## config.mk

```make
export PLATFORM = sky130hd
export DESIGN_NAME = score_bcd_display
export DESIGN_NICKNAME = d
export VERILOG_FILES = /design/src/rtl/score_bcd_display.sv
export SDC_FILE = /design/constraint.sdc
export NUM_CORES = 1
export LEC_CHECK = 0
export ABC_AREA = 1
export CAP_MARGIN = 20
export CORE_MARGIN = 2
export CORE_UTILIZATION = 56
export DETAILED_ROUTE_END_ITERATION = 6
export GPL_ROUTABILITY_DRIVEN = 0
export HOLD_SLACK_MARGIN = 0.06
export PLACE_DENSITY = 0.87
export SLEW_MARGIN = 10
export SYNTH_ARGS = -nofsm -noshare
export SYNTH_HDL_FRONTEND = slang
export SYNTH_SLANG_ARGS = --single-unit
```

## constraint.sdc

```tcl
create_clock -name clk -period 2.26 [get_ports clk]
set_input_delay 0.226 -clock clk [delete_from_list [all_inputs] [get_ports clk]]
set_output_delay 0.226 -clock clk [all_outputs]
set_load 0.02 [all_outputs]
```

## src/rtl/score_bcd_display.sv

```systemverilog
// Score-to-BCD converter (sequential double-dabble, one bit per clock) plus life-to-BCD.
// Optional macro SCORE_LEADING_ZERO_BLANK_EN replaces leading zero digits with BLANK_CODE.
module score_bcd_display #(
  parameter int         SCORE_W    = 16,
  parameter logic [3:0] BLANK_CODE = 4'hF
) (
  input  logic               clk,
  input  logic               resetN,
  input  logic [SCORE_W-1:0] score,
  input  logic [3:0]         life,
  output logic [19:0]        digits,
  output logic [3:0]         life_tens,
  output logic [3:0]         life_ones,
  output logic               busy,
  output logic               update_done
);

  localparam int BCD_W = 20;
  localparam int SR_W  = BCD_W + SCORE_W;
  localparam int CNT_W = 5;
  localparam logic [CNT_W-1:0] LAST_CNT = CNT_W'(SCORE_W - 1);

  typedef enum logic {IDLE, CONVERT} state_t;

  state_t             state;
  state_t             state_next;
  logic [SCORE_W-1:0] last_score;
  logic [SR_W-1:0]    sr;
  logic [SR_W-1:0]    sr_step;
  logic [CNT_W-1:0]   cnt;
  logic               capture;
  logic               step;
  logic               finish;
  logic [BCD_W-1:0]   digits_load;
  logic [3:0]         tens_next;
  logic [3:0]         ones_next;

  // One double-dabble step: adjust every BCD nibble >= 5 by +3, then shift left.
  function automatic logic [SR_W-1:0] dabble(input logic [SR_W-1:0] v);
    logic [SR_W-1:0] r;
    r = v;
    for (int i = 0; i < 5; i++) begin
      if (r[SCORE_W + 4*i +: 4] >= 4'd5)
        r[SCORE_W + 4*i +: 4] = r[SCORE_W + 4*i +: 4] + 4'd3;
    end
    return {r[SR_W-2:0], 1'b0};
  endfunction

`ifdef SCORE_LEADING_ZERO_BLANK_EN
  function automatic logic [BCD_W-1:0] blank_leading(input logic [BCD_W-1:0] d);
    logic [BCD_W-1:0] r;
    logic             lead;
    r    = d;
    lead = 1'b1;
    for (int i = 4; i >= 1; i--) begin
      if (lead && (d[4*i +: 4] == 4'd0))
        r[4*i +: 4] = BLANK_CODE;
      else
        lead = 1'b0;
    end
    return r;
  endfunction
`endif

  assign sr_step = dabble(sr);

`ifdef SCORE_LEADING_ZERO_BLANK_EN
  assign digits_load = blank_leading(sr_step[SR_W-1 -: BCD_W]);
  assign tens_next   = (life >= 4'd10) ? 4'd1 : BLANK_CODE;
`else
  assign digits_load = sr_step[SR_W-1 -: BCD_W];
  assign tens_next   = (life >= 4'd10) ? 4'd1 : 4'd0;
`endif
  assign ones_next = (life >= 4'd10) ? (life - 4'd10) : life;

  always_ff @(posedge clk or negedge resetN) begin
    if (!resetN) state <= IDLE;
    else         state <= state_next;
  end

  always_comb begin
    state_next = state;
    capture    = 1'b0;
    step       = 1'b0;
    finish     = 1'b0;
    case (state)
      IDLE: begin
        if (score != last_score) begin
          capture    = 1'b1;
          state_next = CONVERT;
        end
      end
      CONVERT: begin
        step = 1'b1;
        if (cnt == LAST_CNT) begin
          finish     = 1'b1;
          state_next = IDLE;
        end
      end
      default: state_next = IDLE;
    endcase
  end

  // Conversion datapath; digits only changes on the final step so it stays stable mid-run.
  always_ff @(posedge clk or negedge resetN) begin
    if (!resetN) begin
      last_score  <= '0;
      sr          <= '0;
      cnt         <= '0;
      digits      <= '0;
      busy        <= 1'b0;
      update_done <= 1'b0;
    end else begin
      update_done <= finish;
      if (capture) begin
        last_score <= score;
        sr         <= {{BCD_W{1'b0}}, score};
        cnt        <= '0;
        busy       <= 1'b1;
      end else if (step) begin
        sr  <= sr_step;
        cnt <= cnt + 1'b1;
        if (finish) begin
          digits <= digits_load;
          busy   <= 1'b0;
        end
      end
    end
  end

  always_ff @(posedge clk or negedge resetN) begin
    if (!resetN) begin
      life_tens <= 4'd0;
      life_ones <= 4'd0;
    end else begin
      life_tens <= tens_next;
      life_ones <= ones_next;
    end
  end

endmodule
```

==> impl_results.md <==
* Drt drc at 0
* Crit path max fanout at 12
* CTS Root Cell: clkbuf_8
* Commonest non-fill, non-tap cell in the layout: nand2_1
* DR pass1 iterations at 4
* Switching power at 2.60 mW
* Initial antenna violation count at 0
* Vias in the first global route at 3539
* Nets@finish at between 600 and 700
* Util after Layout at 68.9%
* Resized cells post-CTS at 0
* Clk_skew at approximately 14 ps
* Maximum achievable frequency at 515 MHz
* Total gr overflow at 0
* Tmin final at 1940 ps
* Placeable core area at about 7300 um2
* Setup TNS at 0 ps
* Part of the power in the clock network at 18.8%
* R2r setup slk at 320 ps
* Maximum buffer depth of the clock tree at 2
* LEAKAGE at 2.73 nW
* Post-synthesis sequential area ratio at 50.9%
* Internal at 3.95 mW
* FP Rows at 31
* Syn Inst Count at approximately 530
* Placed cell count at about 670
* CTS tree: done
* GR peak layer: met2
* Clock Pin Slew Worst Setup and Hold Paths at 90 ps
* Syn Area/Cell at 7.87 um2
* Switching part of the total at between 30% and 40%
* Slew HR at between 60 and 70%
* Crit Path Category: register to register
* Final WL at 8.78 mm
* Slew @ Worst Pin at 563 ps
* GR Util All Layers at 23.2%
* RSZ-0062 raised after global routing: false
* CP Launch Type: register
* Startpoint of the worst hold path: life[0]
* Grt met1 use at 28.3%
* Worst hold path class: primary input to register
* Chip height at 90.4 um
* Largest net degree at the start of global routing at 45
* Post-synth cell types at 22
* N_diodes at 0
* Chip Width at 90.4 um
* Fin. Hold Viols at 0
* Sequential share of power at 40.5%
* Die area at 8170 um2
* Starting Density at ~58%
* Endpoints failing setup at 0
* Routed WL per cell at 12.8 um
* I/O Pins at 52
* Clk Latency, worst-skew pair at about 350 ps
* CP arrival at 2180 ps
* Worst EP required at 2500 ps
* Hold path endpoint: life_ones[0]$_DFF_PN0_
* IO buf count at 48
* FF+latch count, synth at 85
* Mapped Area at 4180 um2
* Detailed placement HPWL at 6.24 mm
* Total power at about 6.6 mW
* Syn. warnings at 0
* Area grow syn2layout at 19.6%
* WHS Path Cells at 1
* # Max-Cap Violations at 0
* Combinational power share at between 40% and 50%
* DR vias at 3504
* Number of non-filler instances in the completed layout at 686
* Vias per cell at 5.11
* Slew Viols, Final at 0
* Most frequent cells in the layout: nand2_1, dfrtp_1, inv_1, clkdlybuf4s50_1, nand3_1
* ANT nets after route at 0
* Met3 usage at 3.26%
* Final Cycle Share at 85.9%
* Outcome: complete, no violations
* Share of cells above drive strength 1 at 6.98%
* H-tree depth at 3
* Worst r2r src: cnt[0]$_DFFE_PN0P_
* VDD IR max at slightly above 600 uV
* R2R cell count at 9
* Critical path endpoint category: register
* Starting DRT DRC Count at about 230
* Met2 global-route usage at between 40 and 50%
* PD cells at 1310 nW/um2
* Global-route wire length before repair at roughly 16 mm
* Reg-to-Reg End: digits[16]$_DFFE_PN0P_
* Sink Count at 85
* CTS Buf Count at 9
[worst max-delay path by stage]
stage	start	slack (ps)	to	depth (start not counted)
2_1_floorplan	cnt[0]$_DFFE_PN0P_	630	digits[11]$_DFFE_PN0P_	9
3_3_place_gp	score[14]	250	sr[25]$_DFFE_PN0P_	11
3_5_place_dp	score[14]	200	sr[21]$_DFFE_PN0P_	11
4_1_cts	cnt[0]$_DFFE_PN0P_	320	digits[12]$_DFFE_PN0P_	9
5_1_grt	cnt[0]$_DFFE_PN0P_	190	digits[16]$_DFFE_PN0P_	9
6_report	cnt[0]$_DFFE_PN0P_	320	digits[16]$_DFFE_PN0P_	9
[worst max-delay path, cell delays in order (launching register included)]
cell and delay (ps):
dfrtp_1 420, ha_1 240, nand2_1 80, nor2_1 50, ha_1 180, nand2_1 90
clkinv_1 360, buf_4 310, nand2_1 70, nand2_1 50
[timing repair]
action                                 4_1_cts  5_1_grt
hold buffers                                 1        0
setup buffers                                0        0
endpoints found under the hold margin       41        0
[routing by layer]
layer  routed length (um)  share of wire, %  up-vias
li1                     -                 -     1746
met4                  119               1.4        0
met2                 4550                52       91
met5                    0                 0        -
met3                  370               4.2       11
met1                 3740                43     1656
[cell type report]
class	instances	area, um2
Sequential cell	85	2130
Tap cell	99	124
Clock buffer	10	138
Multi-Input combinational cell	373	1740
Timing Repair Buffer	58	568
Fill cell	552	2250
Inverter	55	206
Clock inverter	6	95.1
[cells by family (layout without fill, tap and decap cells)]
logic type	after synthesis	after routing	share of synthesized area, %
buf+inv	75	129	7.63
other cells	1	3	0.0897
compound gates	39	39	4.67
simple gates	312	312	31.6
flops	85	85	50.9
fa+ha+maj	13	13	3.89
xor+xnor	6	6	1.26
[sequential cells by signal, indices dropped and copies added (netlist names)]
signal and flops:
sr 36, digits 20, last_score 16, cnt 5, life_ones 4, busy 1
life_tens 1, state 1, update_done 1
[synthesized netlist by cell type, drive strengths merged]
| cell type | instances | area share [%] |
|---|---|---|
| dfrtp | 85 | 51 |
| buf | 14 | 2.2 |
| inv | 54 | 4.8 |
| clkbuf | 6 | 0.54 |
| xnor2 | 1 | 0.21 |
| conb | 1 | 0.090 |
| ha | 13 | 3.9 |
| nand4 | 15 | 2.2 |
| xor2 | 5 | 1.0 |
| nand2 | 224 | 20 |
| clkinv | 1 | 0.090 |
| nand3 | 33 | 3.9 |
| or2 | 10 | 1.5 |
| nor2 | 30 | 3.4 |
| a21oi | 14 | 1.7 |
| o21ai | 25 | 3.0 |
[metrics by stage]
step	hold WS (ps)	setup slack [ps]	cell area, um2
2_1_floorplan	-69.6	633	4190
3_3_place_gp	249	255	4760
3_5_place_dp	252	197	4760
4_1_cts	305	321	5000
5_1_grt	329	189	5000
6_report	317	318	5000
[power by group through the flow]
stage                     Clock [mW]  Sequential [mW]  Combinational (mW)
final                           1.23             2.65                2.67
after detailed placement           0             2.67                2.66
after CTS                       1.25             2.65                2.69
after global routing            1.33             2.74                3.04
after global placement             0             2.62                2.49
after floorplan                    0             2.75                1.65
Power figures use the tool's default switching activity.
